[src/rtl/pipe_hazard_ctrl_pkg.sv]
// Shared definitions for the pipeline hazard controller: stall bus width,
// stage indices and control FSM state encodings.
package pipe_hazard_ctrl_pkg;

    localparam int STALL_BUS_W = 6;

    localparam int STG_PC  = 0;
    localparam int STG_IF  = 1;
    localparam int STG_ID  = 2;
    localparam int STG_EX  = 3;
    localparam int STG_MEM = 4;
    localparam int STG_WB  = 5;

    typedef enum logic [1:0] {
        ST_RUN   = 2'd0,
        ST_HOLD  = 2'd1,
        ST_FLUSH = 2'd2
    } state_e;

endpackage

[src/rtl/pipe_hazard_ctrl_stall_mask_gen.sv]
// Combinational highest-set-bit to thermometer stall mask, plus a one-hot
// bubble marker on the stage just above the highest held stage.
module stall_mask_gen
    import pipe_hazard_ctrl_pkg::*;
#(
    parameter int W = STALL_BUS_W
) (
    input  logic [W-1:0] eff,
    output logic [W-1:0] stall,
    output logic [W-1:0] bubble
);

    logic acc;

    always_comb begin
        acc    = 1'b0;
        stall  = '0;
        bubble = '0;
        // Running OR from the top stage down yields the thermometer directly.
        for (int i = W - 1; i >= 0; i--) begin
            acc      = acc | eff[i];
            stall[i] = acc;
        end
        for (int i = 1; i < W; i++) begin
            bubble[i] = stall[i-1] & ~stall[i];
        end
    end

endmodule

[src/rtl/pipe_hazard_ctrl.sv]
// Pipeline hazard controller: stall/bubble generation, registered flush and
// redirect, load-use one-bubble masking and a sticky stall watchdog.
// Optional performance counters are enabled by defining STALL_PERF_EN.
module pipe_hazard_ctrl
    import pipe_hazard_ctrl_pkg::*;
#(
    parameter int NUM_STAGES = STALL_BUS_W,
    parameter int PC_W       = 32,
    parameter int LOAD_STAGE = STG_ID,
    parameter int MAX_STALL  = 256
) (
    input  logic                  clk,
    input  logic                  rst,
    input  logic [NUM_STAGES-1:0] stall_req,
    input  logic                  load_use_req,
    input  logic                  flush_req,
    input  logic [PC_W-1:0]       flush_pc,
    output logic [NUM_STAGES-1:0] stall,
    output logic [NUM_STAGES-1:0] bubble,
    output logic                  flush,
    output logic [PC_W-1:0]       new_pc,
    output logic                  stall_timeout,
    output logic [31:0]           perf_stall_cnt,
    output logic [31:0]           perf_flush_cnt
);

    localparam int LEN_W = $clog2(MAX_STALL + 1);
    localparam logic [LEN_W-1:0] LEN_MAX = LEN_W'(MAX_STALL);

    state_e                state;
    logic                  lu_mask;
    logic                  lu_hit;
    logic [NUM_STAGES-1:0] lu_vec;
    logic [NUM_STAGES-1:0] eff;
    logic [NUM_STAGES-1:0] stall_raw;
    logic [NUM_STAGES-1:0] bubble_raw;
    logic [LEN_W-1:0]      stall_len;

    assign lu_hit = load_use_req & ~lu_mask;

    always_comb begin
        lu_vec             = '0;
        lu_vec[LOAD_STAGE] = lu_hit;
    end

    assign eff = stall_req | lu_vec;

    stall_mask_gen #(
        .W(NUM_STAGES)
    ) u_stall_mask_gen (
        .eff   (eff),
        .stall (stall_raw),
        .bubble(bubble_raw)
    );

    // The flush cycle (and reset) overrides any hold so the redirect lands cleanly.
    assign flush  = (state == ST_FLUSH);
    assign stall  = (rst || flush) ? '0 : stall_raw;
    assign bubble = (rst || flush) ? '0 : bubble_raw;

    always_ff @(posedge clk) begin
        if (rst) begin
            state   <= ST_RUN;
            lu_mask <= 1'b0;
            new_pc  <= '0;
        end else begin
            lu_mask <= lu_hit & ~flush;
            if (flush_req) begin
                state  <= ST_FLUSH;
                new_pc <= flush_pc;
            end else if (|eff) begin
                state <= ST_HOLD;
            end else begin
                state <= ST_RUN;
            end
        end
    end

    // Watchdog: consecutive-stall length saturates at MAX_STALL; the flag is sticky.
    always_ff @(posedge clk) begin
        if (rst) begin
            stall_len     <= '0;
            stall_timeout <= 1'b0;
        end else if (|stall) begin
            if (stall_len != LEN_MAX) begin
                stall_len <= stall_len + LEN_W'(1);
            end
            if (stall_len == LEN_MAX - LEN_W'(1)) begin
                stall_timeout <= 1'b1;
            end
        end else begin
            stall_len <= '0;
        end
    end

`ifdef STALL_PERF_EN
    always_ff @(posedge clk) begin
        if (rst) begin
            perf_stall_cnt <= '0;
            perf_flush_cnt <= '0;
        end else begin
            if (stall[0]) begin
                perf_stall_cnt <= perf_stall_cnt + 32'd1;
            end
            if (flush) begin
                perf_flush_cnt <= perf_flush_cnt + 32'd1;
            end
        end
    end
`else
    assign perf_stall_cnt = '0;
    assign perf_flush_cnt = '0;
`endif

endmodule

[config.mk]
export PLATFORM = sky130hd
export DESIGN_NAME = pipe_hazard_ctrl
export DESIGN_NICKNAME = d
export VERILOG_FILES = /design/src/rtl/pipe_hazard_ctrl_pkg.sv /design/src/rtl/pipe_hazard_ctrl_stall_mask_gen.sv /design/src/rtl/pipe_hazard_ctrl.sv
export SDC_FILE = /design/constraint.sdc
export NUM_CORES = 1
export LEC_CHECK = 0
export CAP_MARGIN = 20
export CORE_ASPECT_RATIO = 0.75
export CORE_MARGIN = 3
export CORE_UTILIZATION = 33
export CTS_CLUSTER_DIAMETER = 200
export DETAILED_ROUTE_END_ITERATION = 6
export PLACE_DENSITY_LB_ADDON = 0.08
export RECOVER_POWER = 100
export SETUP_SLACK_MARGIN = 0.15
export SYNTH_ARGS = -nofsm -noshare
export SYNTH_HDL_FRONTEND = slang
export SYNTH_SLANG_ARGS = --single-unit
[constraint.sdc]
create_clock -name clk -period 1.4 [get_ports clk]
set_clock_uncertainty 0.15 [all_clocks]
set_input_delay 0.21 -clock clk [delete_from_list [all_inputs] [get_ports clk]]
set_output_delay 0.21 -clock clk [all_outputs]
set_load 0.03 [all_outputs]
==> summary.txt, run 1 <==
Final setup viols -> 22
violated checks -> setup timing
largest family of logic cells by synthesized area -> buffers and inverters
final hold vios -> 0
Die Ht -> 79.2 um
status -> finished, violations left
compound-cell area share of the yosys netlist -> 3.77%
CP bufs+invs -> 1
initial antenna violation count -> 0
Routed Antenna Nets -> 0
DRC -> 0
Setup CP Type -> reg -> out
most common cell after layout, fill and taps aside -> conb_1
Slowest-stage cell, CP -> dfxtp_1
proportion of synthesized area in mux cells -> 13.6%
CTS tree -> built
Power Total -> 3.05 mW
Max clock buf depth -> 2
Hold WC Path Type -> in -> reg
Met2 Routed Length -> 2590 um
simple-gate portion of the synthesized area -> 17.4%
Overflow after GRT -> 0
TritonRoute pass-1 iters -> 6
Adder-Cell Fraction of Synth Area -> 1.59%
Yosys warning total -> 0
max-slew violations -> 0
f_max -> 588 MHz
DR WL/cell -> 12.0 um
Post-Route WL -> 5640 um
layout cells sized above 1 -> 33.4%
Power Density -> 857 nW/um^2
Critical Path Start Type -> flop
Post-Layout Inst Area -> 3560 um^2
Mean Syn Cell Area -> 9.10 um^2
first-pass GRT wire length -> 8960 um
max cap viols -> 0
Crit path max-delay family -> simple AND/OR/NAND/NOR gates
synthesized area -> 2360 um^2
DP Area -> 3420 um^2
leakage -> 1.69 nW
Worst Path Arrival -> 1.34 ns
Num CTS Buffers -> 5
fin crit period -> 1.70 ns
RSZ-0062 raised after global routing -> yes
crit end category -> primary output
CP cell instances -> nor2b_4 -> or2_4 -> nor3_4 -> buf_6
worst setup margin -> -0.300 ns
Mapped Cells -> 259
Max Used Layer -> met4
Worst VDD drop -> 0.589 mV
via count -> 1919
Synth Area in XOR/XNOR -> 0.743%
met1 wire length -> 2290 um
Die Area -> 8200 um^2
Clock Latency Late Sink -> 0.29 ns
vias in the first global route -> 1892
largest net degree at the start of global routing -> 35
core box area -> 6860 um^2
clock sinks -> 45
GPL Wtd Cong -> 0.719
Die W -> 104 um
DR vias/cell -> 4.09
Ant. Diodes -> 0
Tot GR Track Use -> 13.6%
Filler Cell Count -> 642
most frequent cells in the layout -> conb_1, dfxtp_1, nor2_1
Final Cycle Share -> 121%
Crit path required time -> 1.04 ns
hold buffer count at CTS -> 0
Crit Path Max Fanout -> 7
initial core utilization -> 34.3%
register area share after synthesis -> 38.2%
root buffer cell -> clkbuf_8
WL met3 -> 714 um
post-synthesis register bit count -> 45
Starting DRT DRC Count -> 27
I/O pin total -> 152
dpl ws -> -0.622 ns
hpwl dp -> 4150 um
nets -> 416
IO Port Bufs -> 86
Netlist cell types -> 35
Clock transition at path regs -> 0.08 ns
H-tree Lvls -> 2
post-layout util -> 51.9%
Max stage delay on crit path -> 0.30 ns
row count -> 26
Syn-to-layout area delta -> 51.0%
## area by class of cell
type / instances / area (um^2) / share of cell area, %
flip-flops and latches: 45 / 911 / 25.6
repair buffers: 118 / 1050 / 29.5
clock buffers: 6 / 72.6 / 2.04
inverters: 6 / 25.0 / 0.703
clock inverters: 1 / 5.00 / 0.141
multi-input cells: 195 / 1380 / 38.6
well taps: 98 / 123 / 3.44
## cell families after synthesis
group / Yosys count
multiplexers: 32
buffers and inverters: 83
flip-flops: 45
AO/OA/AOI/OAI: 13
adder cells (fa/ha/maj): 3
AND/OR/NAND/NOR: 80
other: 1
XOR/XNOR: 2
## power breakdown
group | total [mW] | switching (mW) | internal [mW]
logic | 0.918 | 0.585 | 0.333
clock network | 0.746 | 0.406 | 0.340
registers | 1.39 | 0.0390 | 1.35
total | 3.05 | 1.03 | 2.02
## state kept, by name (all words and copies together) (netlist names)
signal         count
new_pc            32
stall_timeout      1
state              2
stall_len          9
lu_mask            1
## metal layers
| layer | vias up | track usage, % |
|---|---|---|
| met5 | - | 0 |
| met4 | 0 | 3.98 |
| met3 | 4 | 6.74 |
| met2 | 110 | 22.2 |
| met1 | 858 | 15.8 |
| li1 | 947 | - |
## metrics by stage
step	std cells	hold WS [ns]	TNS, ns
finish	469	0.176	-3.59
global route	469	0.181	-4.83
CTS	468	0.168	-4.25
detailed placement	456	0.302	-15.57
global placement	456	0.307	-14.73
floorplan	323	0.207	-1.75
## final timing paths
path | start | endpoint | slack [ns] | depth (start not counted)
max | state[1] | bubble[3] | -0.30 | 4
max reg2reg | stall_len[1] | stall_len[1] | -0.13 | 5
min | flush_req | state[0] | 0.18 | 3
min reg2reg | stall_timeout | stall_timeout | 0.32 | 2
## cells in the mapped netlist (all sizes together)
library cell  instances  area (um^2)
inv                   6         22.5
nand2b                1         6.26
conb                  1         3.75
nor4b                 1         23.8
nor3                  7         35.0
nor4bb                1         10.0
buf                  72          536
nand3                 4         20.0
and2                  2         13.8
nor2                 41          154
or3                   4         30.0
nand2                 4         15.0
or2                   1         6.26
o21ai                 5         25.0
nor2b                 4         25.0
xor2                  2         17.5
a21oi                 1         5.00
nand4                 1         6.26
clkbuf                5         21.3
ha                    3         37.5
or4bb                 1         11.3
o32ai                 1         8.76
and3                  4         26.3
mux2i                32          320
or4                   1         7.51
nor4                  3         18.8
a211oi                6         50.1
dfxtp                45          901
## repair_timing
action,4_1_cts,5_1_grt
setup endpoints to repair,46,24
pin swaps,25,9
cloned,1,0
setup buffers,4,1
gates resized for setup,165,14
## worst register-to-register path: cells and delay by family, from the launching register on
family | cells | cell delay [ns]
AO/OA/AOI/OAI | 2 | 0.23
flip-flops | 1 | 0.35
AND/OR/NAND/NOR | 1 | 0.50
buffers and inverters | 1 | 0.07
adder cells (fa/ha/maj) | 1 | 0.12
No activity file was read; power rests on OpenSTA's default activity.
==> inputs of run 2 (changes only) <==
Settings changed: CORE_UTILIZATION 33 to 25.
==> run 2 against run 1 <==
Effect of this change: the run still ends with setup timing left; power up 24%; sequential power about the same; sequential cell count is the same; count of clock-buffer cells in the layout did not move; highest routed layer unchanged; sequential share of layout area down 1.0 points; largest cell class unchanged; critical path depth is the same; worst hold slack better by 0.064 ns; non-clock buffer count stayed put.
==> summary.txt, run 2 (same netlist as run 1, synthesis figures left out) <==
GR Layer Usage met2 -> 15.9%
largest net degree at the start of global routing -> 35
Crit path required time -> 1.04 ns
Num CTS Buffers -> 5
DP Cell Count -> 483
Reg2Reg Depth -> 6
CP cell instances -> nor2b_4 -> or2_4 -> nor3_4 -> buf_6
Final Cycle Share -> 121%
first-pass GRT wire length -> 9250 um
RSZ-0062 raised after global routing -> yes
Die Ht -> 90.1 um
Worst R2R Start -> state[1]
crit end category -> primary output
row count -> 30
vias in the first global route -> 1854
RR Endpoint -> stall_len[0]
Worst VDD drop -> 0.579 mV
Die W -> 118 um
hold buffer count at CTS -> 0
Max stage delay on crit path -> 0.31 ns
via count -> 1900
Reg with most FFs -> new_pc
layout cells sized above 1 -> 33.1%
Clock Latency Late Sink -> 0.29 ns
most used routing layer -> met2
fin cells -> 500
Least-Margin Pin Slew -> 0.704 ns
nets -> 416
Power Density -> 1020 nW/um^2
I/O pin total -> 152
Max clock buf depth -> 2
root buffer cell -> clkbuf_16
GRT met1 Usage -> 13.6%
Filler Cell Count -> 967
Die Area -> 10600 um^2
DR WL/cell -> 11.7 um
Crit Path Max Fanout -> 7
Critical Path Start Type -> flop
Overflow after GRT -> 0
worst setup margin -> -0.297 ns
WHS Endpoint -> state[0]
most common cell after layout, fill and taps aside -> conb_1
TritonRoute pass-1 iters -> 3
Worst Path Arrival -> 1.34 ns
violated checks -> setup timing
Clock transition at path regs -> 0.06 ns
Final setup viols -> 22
clock sinks -> 45
final hold vios -> 0
hpwl dp -> 4230 um
routing usage on met3 -> 5.66%
leakage -> 1.77 nW
reg-to-reg slack, setup -> -0.15 ns
Starting DRT DRC Count -> 23
setup_tns -> -3.74 ns
H-tree Lvls -> 2
Setup CP Type -> reg -> out
Post-Route WL -> 5860 um
CTS tree -> built
core box area -> 9120 um^2
GPL Wtd Cong -> 0.665
largest registers -> new_pc (32), stall_len (9), state (2)
Largest register FFs -> 32
Ant. Diodes -> 0
Tot GR Track Use -> 10.7%
most frequent cells in the layout -> conb_1, dfxtp_1, nor2_1
status -> finished, violations left
initial core utilization -> 25.8%
Syn-to-layout area delta -> 57.7%
max cap viols -> 0
Slowest-stage cell, CP -> dfxtp_2
max-slew violations -> 0
f_max -> 589 MHz
DR vias/cell -> 3.80
CP bufs+invs -> 1
initial antenna violation count -> 0
Crit path max-delay family -> simple AND/OR/NAND/NOR gates
IO Port Bufs -> 86
hold path startpoint -> flush_req
Hold WC Path Type -> in -> reg
fin crit period -> 1.70 ns
hold path cells -> 3
Worst slew margin -> 53.1%
Routed Antenna Nets -> 0
DRC -> 0
CP Launch Point -> state[1]
-- run 2: cell types whose count changed in the layout (fill, tap and decap cells not counted), sizes merged --
cell / previous run / this run
clkinv: 1 / 0
inv: 6 / 7
dlymetal6s2s: 5 / 6
bufinv: 0 / 1
buf: 48 / 47
-- run 2: what timing repair did --
action	4_1_cts	5_1_grt
setup endpoints to repair	42	23
gates resized for setup	154	8
gates cloned	2	0
setup buffers	4	3
pin swaps	17	9
-- run 2: power by group --
group	switching [mW]	internal, mW
clock network	0.530	0.958
logic	0.580	0.340
registers	0.0389	1.35
total	1.15	2.65
-- run 2: per-stage QoR --
step           utilization [%]  instance area, um^2  hold slack, ns  total power, mW  setup WS [ns]
2_1_floorplan                -                 2760           0.207             2.13         -0.219
3_3_place_gp              37.6                 3430           0.322             2.35         -0.644
3_5_place_dp              37.6                 3430           0.318             2.35         -0.660
4_1_cts                   41.3                 3770           0.245             3.90         -0.350
5_1_grt                   40.8                 3720           0.263             3.97         -0.343
6_report                  40.8                 3720           0.240             3.79         -0.297
-- run 2: worst reg2reg max path, stage by stage, from the launching register on --
cell and delay [ns]:
dfxtp_2 0.31, nor2b_4 0.12, or2_4 0.29, buf_4 0.16
buf_6 0.12, buf_8 0.13, nor4_2 0.19
-- run 2: per-layer routing --
layer	share of wire [%]	up-vias
met5	0	-
met4	0.72	0
met3	11	6
met2	43	96
met1	45	846
li1	-	952
-- run 2: area by class of cell --
class                      instances  area (um^2)  share of cell area (%)
multi-input combinational        195         1350                    36.4
clock inverter                     2         38.8                    1.04
inverter                           6         25.0                   0.673
clock buffer                       6          150                    4.04
timing repair buffer             118         1080                    28.9
tap                              128          160                    4.31
sequential                        45          913                    24.6
-- run 2: worst max path at each step --
stage               depth (start not counted)  slack [ns]        end
CTS                                         5       -0.35  bubble[1]
global route                                4       -0.34  bubble[3]
global placement                            5       -0.64  bubble[1]
finish                                      4       -0.30  bubble[3]
floorplan                                   5       -0.22  bubble[3]
detailed placement                          5       -0.66  bubble[1]
